File: config.mk
export PLATFORM = sky130hd
export DESIGN_NAME = uart_tx_flat
export DESIGN_NICKNAME = d
export VERILOG_FILES = /design/src/rtl/uart_pkg.sv /design/src/rtl/uart_tx_if.sv /design/src/rtl/uart_tx_fifo.sv /design/src/rtl/uart_tx.sv /design/src/flat_wrapper.sv
export SDC_FILE = /design/constraint.sdc
export NUM_CORES = 1
export LEC_CHECK = 0
export ABC_AREA = 1
export ABC_CLOCK_PERIOD_IN_PS = 4600
export CORE_UTILIZATION = 36
export DETAILED_ROUTE_END_ITERATION = 8
export GPL_TIMING_DRIVEN = 1
export PLACE_DENSITY = 0.53
export SYNTH_ARGS = -nofsm -noshare
export SYNTH_HDL_FRONTEND = slang
export SYNTH_SLANG_ARGS = --single-unit
File: constraint.sdc
create_clock -name clk -period 4.6 [get_ports clk]
set_input_delay 0.92 -clock clk [delete_from_list [all_inputs] [get_ports clk]]
set_output_delay 0.92 -clock clk [all_outputs]
set_load 0.05 [all_outputs]
File: src/rtl/uart_pkg.sv
//============================================================================
// Module      : uart_pkg
// Description : Shared UART state encoding and line levels for tx and rx.
// Revision    : 1.0 - initial release
//============================================================================
`default_nettype none

package uart_pkg;

  // Frame sequencer states, common to the transmitter and the receiver
  typedef enum logic [2:0] {
    IDLE   = 3'd0,
    START  = 3'd1,
    DATA   = 3'd2,
    PARITY = 3'd3,
    STOP   = 3'd4
  } uart_state_t;

  // Line level while idle and during stop bits
  localparam logic UART_IDLE_LEVEL = 1'b1;
  // Line level of the start bit
  localparam logic START_LEVEL     = 1'b0;

endpackage

`default_nettype wire

File: src/rtl/uart_tx_if.sv
//============================================================================
// Module      : uart_tx_if
// Description : Byte write handshake between a writer and the UART tx FIFO.
// Revision    : 1.0 - initial release
//============================================================================
`default_nettype none

interface uart_tx_if #(
  parameter int DATA_BITS = 8
);

  logic [DATA_BITS-1:0] tx_data;
  logic                 tx_valid;
  logic                 tx_ready;

  // Writer side
  modport master (output tx_data, output tx_valid, input tx_ready);
  // Transmitter side
  modport slave  (input tx_data, input tx_valid, output tx_ready);

endinterface

`default_nettype wire

File: src/rtl/uart_tx_fifo.sv
//============================================================================
// Module      : uart_tx_fifo
// Description : Synchronous first-word-fall-through FIFO with wrap-bit
//               pointers. A push while full is taken only alongside a pop.
// Revision    : 1.0 - initial release
//============================================================================
`default_nettype none

module uart_tx_fifo #(
  parameter int WIDTH = 8,
  parameter int DEPTH = 4
) (
  input  wire logic             clk,
  input  wire logic             rst,
  input  wire logic             push,
  input  wire logic             pop,
  input  wire logic [WIDTH-1:0] din,
  output logic      [WIDTH-1:0] dout,
  output logic                  full,
  output logic                  empty
);

  localparam int AW = $clog2(DEPTH);

  logic [WIDTH-1:0] mem [DEPTH];
  logic [AW:0]      wr_ptr;
  logic [AW:0]      rd_ptr;
  logic             do_push;
  logic             do_pop;

  // Same index with differing wrap bits means the writer lapped the reader
  assign empty   = (wr_ptr == rd_ptr);
  assign full    = (wr_ptr[AW] != rd_ptr[AW]) && (wr_ptr[AW-1:0] == rd_ptr[AW-1:0]);
  assign do_pop  = pop && !empty;
  assign do_push = push && (!full || do_pop);
  assign dout    = mem[rd_ptr[AW-1:0]];

  // Pointer update; reset discards any stored bytes
  always_ff @(posedge clk) begin
    if (rst) begin
      wr_ptr <= '0;
      rd_ptr <= '0;
    end else begin
      if (do_push) wr_ptr <= wr_ptr + 1'b1;
      if (do_pop)  rd_ptr <= rd_ptr + 1'b1;
    end
  end

  // Storage write; contents are don't-care until written
  always_ff @(posedge clk) begin
    if (do_push) mem[wr_ptr[AW-1:0]] <= din;
  end

endmodule

`default_nettype wire

File: src/rtl/uart_tx.sv
//============================================================================
// Module      : uart_tx
// Description : UART transmitter. Buffers bytes in a small FIFO and frames
//               them LSB first as start/data/[parity]/stop, one bit per
//               baud strobe, on a registered idle-high line.
// Revision    : 1.0 - initial release
//============================================================================
`default_nettype none

module uart_tx
  import uart_pkg::*;
#(
  parameter int DATA_BITS  = 8,
  parameter int FIFO_DEPTH = 4,
  parameter int PARITY_EN  = 0,
  parameter int PARITY_ODD = 0,
  parameter int STOP_BITS  = 1
) (
  input  wire logic clk,
  input  wire logic rst,
  input  wire logic baud,
  uart_tx_if.slave  bus,
  output logic      tx,
  output logic      busy,
  output logic      tx_done
);

  localparam int               CNT_W    = $clog2(DATA_BITS);
  localparam logic [CNT_W-1:0] LAST_BIT = CNT_W'(DATA_BITS - 1);
  localparam logic             LAST_STP = 1'(STOP_BITS - 1);

  uart_state_t          state;
  uart_state_t          state_nxt;
  logic [DATA_BITS-1:0] shift_reg;
  logic [DATA_BITS-1:0] fifo_dout;
  logic [CNT_W-1:0]     bit_cnt;
  logic                 parity_acc;
  logic                 stop_cnt;
  logic                 fifo_full;
  logic                 fifo_empty;
  logic                 pop;
  logic                 tx_nxt;
  logic                 done_nxt;
  logic                 last_bit;
  logic                 last_stop;

  uart_tx_fifo #(
    .WIDTH (DATA_BITS),
    .DEPTH (FIFO_DEPTH)
  ) u_fifo (
    .clk   (clk),
    .rst   (rst),
    .push  (bus.tx_valid),
    .pop   (pop),
    .din   (bus.tx_data),
    .dout  (fifo_dout),
    .full  (fifo_full),
    .empty (fifo_empty)
  );

  assign bus.tx_ready = !fifo_full;
  assign last_bit     = (bit_cnt == LAST_BIT);
  assign last_stop    = (stop_cnt == LAST_STP);

  // State register
  always_ff @(posedge clk) begin
    if (rst) state <= IDLE;
    else     state <= state_nxt;
  end

  // Next-state: the sequencer only moves on a baud strobe
  always_comb begin
    state_nxt = state;
    if (baud) begin
      case (state)
        IDLE:    if (!fifo_empty) state_nxt = START;
        START:   state_nxt = DATA;
        DATA:    if (last_bit) state_nxt = (PARITY_EN != 0) ? PARITY : STOP;
        PARITY:  state_nxt = STOP;
        STOP:    if (last_stop) state_nxt = fifo_empty ? IDLE : START;
        default: state_nxt = IDLE;
      endcase
    end
  end

  // Outputs: next line level, FIFO pop and frame-done pulse
  always_comb begin
    pop      = 1'b0;
    tx_nxt   = tx;
    done_nxt = 1'b0;
    if (baud) begin
      case (state)
        IDLE: begin
          if (!fifo_empty) begin
            pop    = 1'b1;
            tx_nxt = START_LEVEL;
          end
        end
        START:  tx_nxt = shift_reg[0];
        DATA: begin
          if (!last_bit)            tx_nxt = shift_reg[0];
          else if (PARITY_EN != 0)  tx_nxt = parity_acc ^ (PARITY_ODD != 0);
          else                      tx_nxt = UART_IDLE_LEVEL;
        end
        PARITY: tx_nxt = UART_IDLE_LEVEL;
        STOP: begin
          if (last_stop) begin
            done_nxt = 1'b1;
            // A queued byte starts immediately, with no idle bit in between
            if (!fifo_empty) begin
              pop    = 1'b1;
              tx_nxt = START_LEVEL;
            end else begin
              tx_nxt = UART_IDLE_LEVEL;
            end
          end
        end
        default: tx_nxt = UART_IDLE_LEVEL;
      endcase
    end
  end

  // Datapath: shift register, bit/stop counters, parity and output flops
  always_ff @(posedge clk) begin
    if (rst) begin
      shift_reg  <= '0;
      bit_cnt    <= '0;
      parity_acc <= 1'b0;
      stop_cnt   <= 1'b0;
      tx         <= UART_IDLE_LEVEL;
      tx_done    <= 1'b0;
      busy       <= 1'b0;
    end else begin
      tx      <= tx_nxt;
      tx_done <= done_nxt;
      busy    <= (state != IDLE) || !fifo_empty;
      if (pop) shift_reg <= fifo_dout;
      if (baud) begin
        case (state)
          START: begin
            shift_reg  <= shift_reg >> 1;
            bit_cnt    <= '0;
            parity_acc <= shift_reg[0];
          end
          DATA: begin
            if (!last_bit) begin
              shift_reg  <= shift_reg >> 1;
              bit_cnt    <= bit_cnt + 1'b1;
              parity_acc <= parity_acc ^ shift_reg[0];
            end else begin
              stop_cnt <= 1'b0;
            end
          end
          PARITY:  stop_cnt <= 1'b0;
          STOP:    stop_cnt <= last_stop ? 1'b0 : stop_cnt + 1'b1;
          default: ;
        endcase
      end
    end
  end

endmodule

`default_nettype wire

File: src/flat_wrapper.sv
// flat-port wrapper written by rule: the top's interface ports become plain ports
module uart_tx_flat import uart_pkg::*;
#(
  parameter int DATA_BITS  = 8,
  parameter int FIFO_DEPTH = 4,
  parameter int PARITY_EN  = 0,
  parameter int PARITY_ODD = 0,
  parameter int STOP_BITS  = 1
)
  (clk, rst, baud, tx, busy, tx_done, bus_tx_data, bus_tx_valid, bus_tx_ready);
  uart_tx_if #(.DATA_BITS(DATA_BITS)) bus_i ();
  input  wire logic clk;
  input  wire logic rst;
  input  wire logic baud;
  output logic tx;
  output logic busy;
  output logic tx_done;
  input wire logic [$bits(bus_i.tx_data)-1:0] bus_tx_data;
  input wire logic [$bits(bus_i.tx_valid)-1:0] bus_tx_valid;
  output wire logic [$bits(bus_i.tx_ready)-1:0] bus_tx_ready;
  assign bus_i.tx_data = bus_tx_data;
  assign bus_i.tx_valid = bus_tx_valid;
  assign bus_tx_ready = bus_i.tx_ready;
  uart_tx #(.DATA_BITS(DATA_BITS), .FIFO_DEPTH(FIFO_DEPTH), .PARITY_EN(PARITY_EN), .PARITY_ODD(PARITY_ODD), .STOP_BITS(STOP_BITS)) u_core (.clk(clk), .rst(rst), .baud(baud), .bus(bus_i), .tx(tx), .busy(busy), .tx_done(tx_done));
endmodule
==> metrics.txt <==
# TYPE chip_impl_metric gauge
chip_impl_metric{name="slew_headroom",unit="%"} 56.9
chip_impl_metric{name="clock_tree.buffer_depth",unit=""} 2
chip_impl_metric{name="final.period_utilization",unit="%"} 65.7
chip_impl_metric{name="p_leak",unit="uW"} 0.00126
chip_impl_metric{name="p_per_area",unit="nW/um^2"} 490
chip_impl_metric{name="clock_network_latency_to_the_later_pin_of_the_worst_skew_pair",unit="ns"} 0.33
chip_impl_info{name="holdCritPathClass",value="flop to flop"} 1
chip_impl_metric{name="timing.final.max_slew_violations",unit=""} 0
chip_impl_metric{name="post_cts_buffers",unit=""} 0
chip_impl_metric{name="syn_area_per_cell",unit="um^2"} 9.11
chip_impl_metric{name="diodes",unit=""} 0
chip_impl_metric{name="first_pass_iters",unit=""} 4
chip_impl_metric{name="total_power",unit="uW"} 1480
chip_impl_metric{name="flops_latches_synth",unit=""} 57
chip_impl_metric{name="global_route.overflow_total",unit=""} 0
chip_impl_info{name="critical_path.endpoint_type",value="flop"} 1
chip_impl_metric{name="fin_nets",unit=""} 318
chip_impl_info{name="dominant_combinational_cell_family_by_area_after_synthesis",value="simple AND/OR/NAND/NOR gates"} 1
chip_impl_metric{name="synth_compound_gate_area_share",unit="%"} 3.28
chip_impl_metric{name="ys_types",unit=""} 26
chip_impl_info{name="worst_setup_path_start_kind",value="input pin"} 1
chip_impl_metric{name="routabilityCongestion",unit=""} 0.816
chip_impl_metric{name="worst_ep_required_time",unit="ns"} 4.56
chip_impl_metric{name="cts_inserted_buffers",unit=""} 9
chip_impl_metric{name="clk_pin_slew_worst_paths",unit="ns"} 0.06
chip_impl_metric{name="post_drt_wl_per_cell",unit="um"} 12.4
chip_impl_metric{name="area_growth_syn_to_layout",unit="%"} 18.1
chip_impl_info{name="rsz_0062_raised_after_global_routing",value="false"} 1
chip_impl_metric{name="yosysWarningCount",unit=""} 0
chip_impl_metric{name="number_of_max_cap_violations",unit=""} 0
chip_impl_metric{name="drt-initial-drc-count",unit=""} 75
chip_impl_info{name="cts_root_buf",value="sky130_fd_sc_hd__clkbuf_8"} 1
chip_impl_metric{name="worst_pin_slew",unit="ns"} 0.644
chip_impl_metric{name="delay_of_the_slowest_critical_path_stage",unit="ns"} 0.80
chip_impl_metric{name="post_synthesis_net_count",unit=""} 300
chip_impl_metric{name="peakVddDrop",unit="mV"} 0.267
chip_impl_metric{name="chipHeight",unit="um"} 86.3
chip_impl_metric{name="max_freq",unit="MHz"} 331
chip_impl_info{name="crit_path_kind",value="input pin to flop"} 1
chip_impl_metric{name="top_level_ports",unit=""} 16
chip_impl_info{name="run_status",value="complete, no violations"} 1
chip_impl_metric{name="io_buffers",unit=""} 15
chip_impl_metric{name="die_width",unit="um"} 86.3
chip_impl_metric{name="global_route_wire_length_before_repair",unit="mm"} 8.36
chip_impl_metric{name="die_area",unit="um^2"} 7450
chip_impl_metric{name="worst_ep_arrival_time",unit="ns"} 2.98
chip_impl_info{name="crit_path_cell_trace",value="clkdlybuf4s50_1, inv_1, o211ai_2, nand2_1, nor2_1"} 1
chip_impl_metric{name="route.detailed.drc",unit=""} 0
chip_impl_metric{name="postRouteAntennaNets",unit=""} 0
chip_impl_info{name="timing.critical_path.max_delay_family",value="buffers and inverters"} 1
chip_impl_metric{name="via_count",unit=""} 1790
chip_impl_metric{name="synth-simple-area-share",unit="%"} 29.1
chip_impl_metric{name="clock_sink_count",unit=""} 57
chip_impl_info{name="cpMaxStageDelayCell",value="sky130_fd_sc_hd__clkdlybuf4s50_1"} 1
chip_impl_metric{name="htree_levels",unit=""} 3
chip_impl_metric{name="largest_register_ffs",unit=""} 32
chip_impl_info{name="clock_tree_from_tritoncts",value="built"} 1
chip_impl_metric{name="wirelength",unit="mm"} 4.94
chip_impl_metric{name="grt_pass1_vias",unit=""} 1781
chip_impl_metric{name="synth-xor-area-share",unit="%"} 1.37
chip_impl_metric{name="grt_antenna_before_repair",unit=""} 0
chip_impl_metric{name="setup_viol",unit=""} 0
chip_impl_metric{name="area_of_the_placeable_core",unit="um^2"} 6830
chip_impl_metric{name="final_tns_setup",unit="ns"} 0
chip_impl_metric{name="routed_via_density",unit=""} 4.48
chip_impl_metric{name="netlist_area",unit="um^2"} 2560
chip_impl_metric{name="synth.mux.area_fraction",unit="%"} 0
chip_impl_metric{name="layout-drive-gt1-share",unit="%"} 8.88
chip_impl_metric{name="layout_setup_ws",unit="ns"} 1.58
chip_impl_metric{name="worst_clock_skew",unit="ns"} 0.00725
chip_impl_metric{name="sequential_fraction_of_the_synthesis_area",unit="%"} 57.1
chip_impl_metric{name="global_route.usage.total",unit="%"} 15.1
chip_impl_metric{name="grt_start_max_net_pins",unit=""} 18
chip_impl_metric{name="final-hold-violation-count",unit=""} 0
chip_impl_metric{name="synthAdderAreaFrac",unit="%"} 3.42
chip_impl_metric{name="path_buf_inv",unit=""} 2
chip_impl_metric{name="cts.hold.buffers_added",unit=""} 0
chip_impl_metric{name="synthCells",unit=""} 281
chip_impl_metric{name="initial_utilization",unit="%"} 37.5
chip_impl_metric{name="place_hpwl",unit="mm"} 3.69
chip_impl_metric{name="ctsResizeCount",unit=""} 0
chip_impl_metric{name="post-place-ws",unit="ns"} 1.23
chip_impl_metric{name="num_rows",unit=""} 30
chip_impl_metric{name="critPathMaxFanout",unit=""} 13
chip_impl_metric{name="min_period",unit="ns"} 3.02
==> synthesized netlist by cell type <==
| library cell | instances | area share [%] |
|---|---|---|
| sky130_fd_sc_hd__nand2_1 | 90 | 13 |
| sky130_fd_sc_hd__edfxtp_1 | 32 | 38 |
| sky130_fd_sc_hd__nand3_1 | 29 | 5.7 |
| sky130_fd_sc_hd__dfxtp_1 | 25 | 20 |
| sky130_fd_sc_hd__inv_1 | 25 | 3.7 |
| sky130_fd_sc_hd__nor2_1 | 21 | 3.1 |
| sky130_fd_sc_hd__nand4_1 | 11 | 2.7 |
| sky130_fd_sc_hd__a21oi_1 | 9 | 1.8 |
| sky130_fd_sc_hd__ha_1 | 7 | 3.4 |
| sky130_fd_sc_hd__nor2_4 | 4 | 1.8 |
| sky130_fd_sc_hd__o21ai_0 | 4 | 0.78 |
| sky130_fd_sc_hd__clkbuf_1 | 3 | 0.44 |
| sky130_fd_sc_hd__inv_2 | 3 | 0.44 |
| sky130_fd_sc_hd__xor2_1 | 3 | 1.0 |
| sky130_fd_sc_hd__buf_1 | 2 | 0.29 |
| sky130_fd_sc_hd__buf_2 | 2 | 0.39 |
| sky130_fd_sc_hd__nand2_2 | 2 | 0.49 |
| sky130_fd_sc_hd__buf_6 | 1 | 0.44 |
| sky130_fd_sc_hd__nand2_4 | 1 | 0.44 |
| sky130_fd_sc_hd__nand3_4 | 1 | 0.68 |
| sky130_fd_sc_hd__nand3b_1 | 1 | 0.29 |
| sky130_fd_sc_hd__nor3_1 | 1 | 0.20 |
| sky130_fd_sc_hd__nor3_4 | 1 | 0.64 |
| sky130_fd_sc_hd__o211ai_2 | 1 | 0.49 |
| sky130_fd_sc_hd__o22ai_1 | 1 | 0.24 |
| sky130_fd_sc_hd__xnor2_1 | 1 | 0.34 |
==> worst paths after layout <==
| kind | from | endpoint | slack (ns) | depth (start not counted) |
|---|---|---|---|---|
| setup / recovery | baud | u_core.u_fifo.mem[3][0]$_DFFE_PP_ | 1.58 | 5 |
| hold / removal | u_core.shift_reg[6]$_SDFF_PP0_ | u_core.shift_reg[5]$_SDFF_PP0_ | 0.45 | 2 |
| hold reg to reg | u_core.shift_reg[6]$_SDFF_PP0_ | u_core.shift_reg[5]$_SDFF_PP0_ | 0.45 | 2 |
| setup reg to reg | u_core.state[0]$_SDFFE_PP0P_ | u_core.u_fifo.mem[3][0]$_DFFE_PP_ | 2.45 | 5 |
==> layer usage <==
layer / part of all wire, % / up-vias / routed length [um] / global-route usage (%)
met5: 0 / - / 0 / 0
met4: 1.3 / 0 / 65 / 7.73
met3: 2.7 / 6 / 131 / 4.00
met2: 44 / 25 / 2180 / 22.7
met1: 52 / 794 / 2560 / 20.1
li1: - / 965 / - / -
==> kinds of logic after synthesis <==
logic type / after synthesis
and+or+nand+nor: 162
DFF: 57
buffers and inverters: 36
AOI/OAI and AO/OA: 15
xor gates and xnor gates: 4
adders and majority gates: 7
==> worst min-delay path, stage by stage, from the launching register on <==
cell and delay, ns:
sky130_fd_sc_hd__dfxtp_1 0.31, sky130_fd_sc_hd__nand2_1 0.06, sky130_fd_sc_hd__nand2_1 0.04
==> stage by stage <==
step                area [um^2]  hold slack (ns)  cells  utilization [%]
floorplan                  2560            0.426    281                -
global placement           2790            0.440    384             40.8
detailed placement         2790            0.440    384             40.8
CTS                        3020            0.450    400             44.2
global route               3020            0.472    400             44.2
finish                     3020            0.447    400             44.2
==> cell type report <==
type	count	area (um^2)
inverter	28	105
clock buffer	10	128
multi-input combinational	188	952
sequential	57	1460
timing repair buffer	15	150
tap	96	120
fill	669	3810
clock inverter	6	106
==> where the power goes <==
group | internal [uW] | switching, uW | leakage (uW)
registers | 590 | 41.8 | 0.000499
logic | 101 | 199 | 0.000651
clock network | 357 | 192 | 0.000114
total | 1050 | 433 | 0.00126
==> cells in the final DEF (no fill, tap or decap), drive strengths merged, types with 2 or more instances in the layout <==
master / n
nand2: 93
edfxtp: 32
nand3: 30
inv: 28
dfxtp: 25
nor2: 25
clkdlybuf4s50: 15
nand4: 11
clkbuf: 10
a21oi: 9
ha: 7
o21ai: 4
xor2: 3
bufinv: 3
nor3: 2
clkinv: 2
(Power assumes the default switching activity.)
